[config.mk]
export PLATFORM = sky130hd
export DESIGN_NAME = simon_round_controller
export DESIGN_NICKNAME = d
export VERILOG_FILES = /design/src/rtl/simon_round_controller.sv
export SDC_FILE = /design/constraint.sdc
export NUM_CORES = 1
export LEC_CHECK = 0
export BUFFER_PORTS_ARGS = -buffer_cell sky130_fd_sc_hd__buf_2
export CORE_MARGIN = 10
export CORE_UTILIZATION = 35
export DETAILED_ROUTE_END_ITERATION = 6
export SETUP_SLACK_MARGIN = 0.15
export SKIP_LAST_GASP = 1
export SYNTH_ARGS = -nofsm -noshare
export SYNTH_HDL_FRONTEND = slang
export SYNTH_SLANG_ARGS = --single-unit
[constraint.sdc]
create_clock -name clk -period 2.3 [get_ports clk]
set_input_delay 0.345 -clock clk [delete_from_list [all_inputs] [get_ports clk]]
set_output_delay 0.345 -clock clk [all_outputs]
set_load 0.05 [all_outputs]
[src/rtl/simon_round_controller.sv]
// Simon game sequencer: replays the colour sequence, checks presses, decides advance/win/lose.
// All state changes on the falling edge of clk, the same edge the external counters use.
module simon_round_controller #(
  parameter int MAX_ROUNDS    = 16,
  parameter int ON_TICKS      = 250,
  parameter int OFF_TICKS     = 100,
  parameter int TIMEOUT_TICKS = 2000
) (
  input  logic       clk,
  input  logic       reset,
  input  logic       start,
  input  logic       btn_valid,
  input  logic [1:0] btn_code,
  input  logic [1:0] seq_color,
  input  logic [4:0] round_count,
  input  logic [4:0] pos_count,
  output logic       round_inc,
  output logic       round_rst,
  output logic       pos_inc,
  output logic       pos_rst,
  output logic       led_on,
  output logic [1:0] led_color,
  output logic       input_phase,
  output logic       win,
  output logic       lose
);

  localparam int MAX_AB    = (ON_TICKS > OFF_TICKS) ? ON_TICKS : OFF_TICKS;
  localparam int MAX_TICKS = (MAX_AB > TIMEOUT_TICKS) ? MAX_AB : TIMEOUT_TICKS;
  localparam int TW        = $clog2(MAX_TICKS) + 1;

  localparam logic [2:0] IDLE     = 3'd0;
  localparam logic [2:0] GAP      = 3'd1;
  localparam logic [2:0] SHOW_ON  = 3'd2;
  localparam logic [2:0] SHOW_OFF = 3'd3;
  localparam logic [2:0] WAIT_IN  = 3'd4;
  localparam logic [2:0] WIN      = 3'd5;
  localparam logic [2:0] LOSE     = 3'd6;

  logic [2:0]    state_reg, state_next;
  logic [TW-1:0] timer_reg;
  logic          timer_clr;
  logic          led_on_reg, input_phase_reg, win_reg, lose_reg;
  logic          round_inc_c, round_rst_c, pos_inc_c, pos_rst_c;

  logic on_exp, off_exp, to_exp, last_pos, match, final_round;

  assign on_exp      = (timer_reg == TW'(ON_TICKS - 1));
  assign off_exp     = (timer_reg == TW'(OFF_TICKS - 1));
  assign to_exp      = (timer_reg == TW'(TIMEOUT_TICKS - 1));
  assign last_pos    = (pos_count >= round_count);
  assign match       = (btn_code == seq_color);
  assign final_round = (round_count == 5'(MAX_ROUNDS));

  always_comb begin
    state_next  = state_reg;
    timer_clr   = 1'b0;
    round_inc_c = 1'b0;
    round_rst_c = 1'b0;
    pos_inc_c   = 1'b0;
    pos_rst_c   = 1'b0;
    case (state_reg)
      IDLE, WIN, LOSE: begin
        if (start) begin
          round_rst_c = 1'b1;
          pos_rst_c   = 1'b1;
          state_next  = GAP;
        end
      end
      GAP: begin
        if (off_exp) state_next = SHOW_ON;
      end
      SHOW_ON: begin
        if (on_exp) state_next = SHOW_OFF;
      end
      SHOW_OFF: begin
        if (off_exp) begin
          if (last_pos) begin
            pos_rst_c  = 1'b1;
            state_next = WAIT_IN;
          end else begin
            pos_inc_c  = 1'b1;
            state_next = SHOW_ON;
          end
        end
      end
      WAIT_IN: begin
        // A press in the expiry cycle wins over the timeout.
        if (btn_valid) begin
          if (!match) begin
            state_next = LOSE;
          end else if (!last_pos) begin
            pos_inc_c = 1'b1;
            timer_clr = 1'b1;
          end else if (final_round) begin
            state_next = WIN;
          end else begin
            round_inc_c = 1'b1;
            pos_rst_c   = 1'b1;
            state_next  = GAP;
          end
        end else if (to_exp) begin
          state_next = LOSE;
        end
      end
      default: state_next = IDLE;
    endcase
  end

  // Strobes are suppressed while reset is held so the counters keep their value.
  assign round_inc = round_inc_c & reset;
  assign round_rst = round_rst_c & reset;
  assign pos_inc   = pos_inc_c & reset;
  assign pos_rst   = pos_rst_c & reset;

  always_ff @(negedge clk) begin
    if (!reset) begin
      state_reg       <= IDLE;
      timer_reg       <= '0;
      led_on_reg      <= 1'b0;
      input_phase_reg <= 1'b0;
      win_reg         <= 1'b0;
      lose_reg        <= 1'b0;
    end else begin
      state_reg       <= state_next;
      timer_reg       <= ((state_next != state_reg) || timer_clr) ? '0 : timer_reg + 1'b1;
      led_on_reg      <= (state_next == SHOW_ON);
      input_phase_reg <= (state_next == WAIT_IN);
      win_reg         <= (state_next == WIN);
      lose_reg        <= (state_next == LOSE);
    end
  end

  // Colour follows the sequence ROM live so a freshly incremented position shows at once.
  assign led_on      = led_on_reg;
  assign led_color   = led_on_reg ? seq_color : 2'b00;
  assign input_phase = input_phase_reg;
  assign win         = win_reg;
  assign lose        = lose_reg;

endmodule

**After elaboration in Yosys (flattened, before gate mapping)**

Index checks and enable logic that the tools add are counted.

- Bits in registers: 19
- Input bits: 18
- Word-level logic and storage cells: 61

- Add/subtract/negate cells: 1
- Order comparisons: 1
- Equality and inequality tests: 16
- Mux-type cells: 28
- Bitwise logic cells: 5
- Reduce and logical (&&, ||, !) cells: 4

Operators by type and width:

| cell | count |
|---|---|
| two-way mux 3 bit | 10 |
| equality test 3 bit, second input constant | 6 |
| one-hot mux 3 bit (5 select lines) | 1 |
| two-way mux 1 bit | 14 |
| adder 12 x 1 -> 12 bit, second input constant | 1 |
| equality test 12 x 11 -> 1 bit, second input constant | 1 |
| equality test 12 x 7 -> 1 bit, second input constant | 1 |
| equality test 12 x 8 -> 1 bit, second input constant | 1 |
| equality test 3 x 2 -> 1 bit, second input constant | 3 |
| equality test 5 bit, second input constant | 1 |
| greater-or-equal comparator 5 bit | 1 |
| AND 1 bit | 4 |
| equality test 3 x 1 -> 1 bit, second input constant | 1 |
| logical NOT 3 bit | 1 |
| != test 3 bit | 1 |
| one-hot mux 1 bit (3 select lines) | 1 |
| OR reduction 3 bit | 1 |
| equality test 2 bit | 1 |
| two-way mux 2 bit | 1 |
| one-hot mux 1 bit (2 select lines) | 1 |
| OR reduction 2 bit | 1 |
| logical OR 1 bit | 1 |
| NOT 1 bit | 1 |

**Logic depth before layout (Yosys ltp)**

- Depth in word-level cells: 9
- Depth in mapped cells: 8
- Mapped depth without buffers: 7

==> results.py <==
metrics = {
    "sta": {
        "finClkSkew_ns": 0.0257,
        "grt_setup_unrepaired": "true",
        "setup_viol": 27,
        "final_max_slew_viol_count": 0,
        "worst_slew_margin_rel": 0.765,
        "layout_setup_ws_ns": -1.00,
        "finalHoldWorstSlack_ns": 0.579,
        "transition_time_at_the_pin_with_the_least_slew_margin_ns": 0.351,
        "finalHoldViolations": 0,
    },
    "yosys": {
        "synth-edff-count": 0,
        "post_synth_num_cell_types": 53,
        "synth_commonest_cells": "19 x sky130_fd_sc_hd__dfxtp_1, 11 x sky130_fd_sc_hd__inv_1, 10 x sky130_fd_sc_hd__nand2_1, 10 x sky130_fd_sc_hd__nor2_1, 10 x sky130_fd_sc_hd__nor4_2",
        "synthesis.area_sq_mm": 0.00145,
        "syn-mean-instance-area_sq_um": 9.04,
        "dominantRegCellSynth": "sky130_fd_sc_hd__dfxtp_1",
        "synth_most_common_cell": "sky130_fd_sc_hd__dfxtp_1",
        "postSynthRegisterBits": 19,
        "synth-warning-count": 0,
        "async_reset_ff_frac": 0,
        "share_of_the_yosys_chip_area_belonging_to_registers": 0.263,
        "post_synth_inst_count": 160,
        "synth.top_cell.area_share": 0.263,
        "synth.largest_area_cell": "sky130_fd_sc_hd__dfxtp_1",
        "post_synth_main_area_contributors": "sky130_fd_sc_hd__dfxtp_1 26%, sky130_fd_sc_hd__nor4_2 8.7%, sky130_fd_sc_hd__ha_1 6.1%",
        "postSynthNetCount": 185,
    },
    "finish": {
        "filler_cell_count": 269,
        "multi_input_comb_area_sq_mm": 0.00135,
        "layout.nets": 294,
        "syn2layout_area_growth_pct": 95.7,
        "drive_gt1_frac": 0.642,
        "register_area_sq_um": 395,
        "final_cell_count_without_fillers": 318,
        "final_area_sq_mm": 0.00283,
        "largest_register_ffs": 12,
        "antenna_cells_inserted": 0,
    },
    "clock_network": {
        "insertion_delay_ns": 0.36,
        "ctsHoldBuffers": 0,
        "tritoncts_buffer_count": 3,
        "maximum_level_of_the_cts_h_tree": 1,
        "worst_setup_hold_path_clk_slew_ns": 0.03,
        "cts_sinks": 19,
        "root_buf_cell": "sky130_fd_sc_hd__clkbuf_8",
        "cts_buffer_depth": 2,
        "tritoncts": "built",
    },
    "worst_setup_path": {
        "path_max_fanout": 3,
        "setup.worst_path.end_class": "output port",
        "worst_setup_path_start_kind": "flip-flop",
        "critPathRequiredTime_ns": 1.96,
        "criticalPathCategory": "reg2out",
        "worst-endpoint-arrival_ns": 2.96,
    },
    "placement": {
        "post-place-cells": 282,
        "placedInstanceArea_sq_mm": 0.00211,
        "post-place-ws_ns": -0.987,
        "gpl.final_weighted_congestion": 0.927,
        "post-dp-hpwl_um": 3740,
        "placement.io_buffers": 27,
    },
    "grt": {
        "globalRouteTotalUtil": 0.153,
        "number_of_global_route_vias_before_repair": 1968,
        "globalRouteOverflowTotal": 0,
        "global_route_wire_length_before_repair_um": 9230,
        "number_of_antenna_violations_at_the_first_check_in_global_routing": 0,
        "grt_start_max_net_pins": 13,
    },
    "power": {
        "p_per_area_mw_per_mm2": 385,
        "switching_power_share_of_the_total": 0.371,
        "power_dissipated_by_switching_net_loads_mw": 0.404,
        "power.internal_mw": 0.685,
        "ir_worst_vdd_mv": 0.373,
        "share_seq_of_total_power": 0.318,
        "p_comb_frac": 0.323,
        "clock_power_share": 0.359,
        "static_leakage_nw": 1.17,
    },
    "routing": {
        "final_antenna_net_count": 0,
        "wl_um": 5750,
        "routed_wire_length_per_instance_um": 18.1,
        "detail_route.first_pass.iterations": 4,
        "via_count": 1754,
        "drt-initial-drc-count": 115,
        "routed_via_density": 5.52,
        "remaining_drc_errors": 0,
    },
    "floorplan": {
        "placementRows": 23,
        "die_width_um": 84.3,
        "dieArea_sq_mm": 0.00710,
        "initial_utilization": 0.362,
        "core_area_sq_mm": 0.00400,
        "top_level_ports": 28,
        "dieHeight_um": 84.3,
    },
    "min_path": {
        "timing.hold.worst.class": "reg2reg",
    },
    "status": {
        "outcome": "finished, violations left",
        "failed_checks": "setup timing",
    },
    "job": {
        "cap_violations": 0,
    },
}
==> cells by family (layout without fill, tap and decap cells) <==
| kind of cell | after synthesis | count (layout) | synth area share |
|---|---|---|---|
| compound gates | 26 | 26 | 0.144 |
| fa+ha+maj | 8 | 8 | 0.0675 |
| xor+xnor | 13 | 13 | 0.0787 |
| flops | 19 | 19 | 0.263 |
| simple gates | 77 | 77 | 0.381 |
| buf+inv | 17 | 125 | 0.0657 |
==> layout make-up <==
type / instances / share of cell area
multi-input cells: 124 / 0.478
repair buffers: 92 / 0.301
flip-flops and latches: 19 / 0.140
clock inverters: 20 / 0.0283
well taps: 50 / 0.0221
inverters: 10 / 0.0168
clock buffers: 3 / 0.0146
==> critical path: stages (launching register included) <==
cell and delay (ns):
sky130_fd_sc_hd__dfxtp_2 0.33, sky130_fd_sc_hd__ha_4 0.16, sky130_fd_sc_hd__and4b_1 0.18, sky130_fd_sc_hd__and4_4 0.17
sky130_fd_sc_hd__buf_4 0.13, sky130_fd_sc_hd__buf_6 0.12, sky130_fd_sc_hd__o211a_4 0.23, sky130_fd_sc_hd__buf_8 0.15
==> worst paths after layout <==
kind	depth (start not counted)	from	end	slack [ns]
max	7	timer_reg[0]	pos_inc	-1.00
min	2	timer_reg[0]	timer_reg[0]	0.58
max reg2reg	8	state_reg[1]	timer_reg[11]	0.19
min reg2reg	2	timer_reg[0]	timer_reg[0]	0.58
==> cells in the final DEF (no fill, tap or decap), drive strengths merged, types with 2 or more instances in the layout <==
| cell type | count |
|---|---|
| a21oi | 4 |
| nor2 | 11 |
| clkbuf | 3 |
| buf | 92 |
| nand2b | 2 |
| and2 | 4 |
| nand3 | 4 |
| nor2b | 6 |
| a31oi | 3 |
| nor4b | 2 |
| o21a | 2 |
| ha | 7 |
| nand2 | 10 |
| nor4 | 13 |
| nor3 | 6 |
| inv | 29 |
| dfxtp | 19 |
| nand4 | 3 |
| a211oi | 3 |
| o211ai | 2 |
| xor2 | 5 |
| and4 | 5 |
| and3 | 5 |
| xnor2 | 8 |
==> power by group through the flow <==
stage / registers [mW] / logic [mW] / clock network [mW]
5_1_grt: 0.347 / 0.374 / 0.438
2_1_floorplan: 0.351 / 0.130 / 0.0532
3_5_place_dp: 0.351 / 0.230 / 0.0532
3_3_place_gp: 0.350 / 0.220 / 0.0532
6_report: 0.347 / 0.352 / 0.391
4_1_cts: 0.346 / 0.297 / 0.403
==> timing repair <==
item	CTS	global route
pin swaps	22	17
setup buffers	9	5
endpoints found under the setup margin	29	29
cloned	0	0
gates resized for setup	78	30
==> layer usage <==
layer / wire (um) / part of all wire / global-route usage
met1: 2090 / 0.36 / 0.147
met2: 3140 / 0.55 / 0.277
met3: 301 / 0.052 / 0.0415
met4: 222 / 0.039 / 0.108
met5: 0 / 0 / 0
==> through the flow <==
stage          utilization  TNS, ns  power, mW
4_1_cts              0.661   -12.67       1.05
5_1_grt              0.708   -15.45       1.16
3_5_place_dp         0.527   -19.52      0.633
6_report             0.708   -14.15       1.09
3_3_place_gp         0.527   -18.46      0.623
2_1_floorplan            -   -12.77      0.534
(Power assumes the default switching activity.)
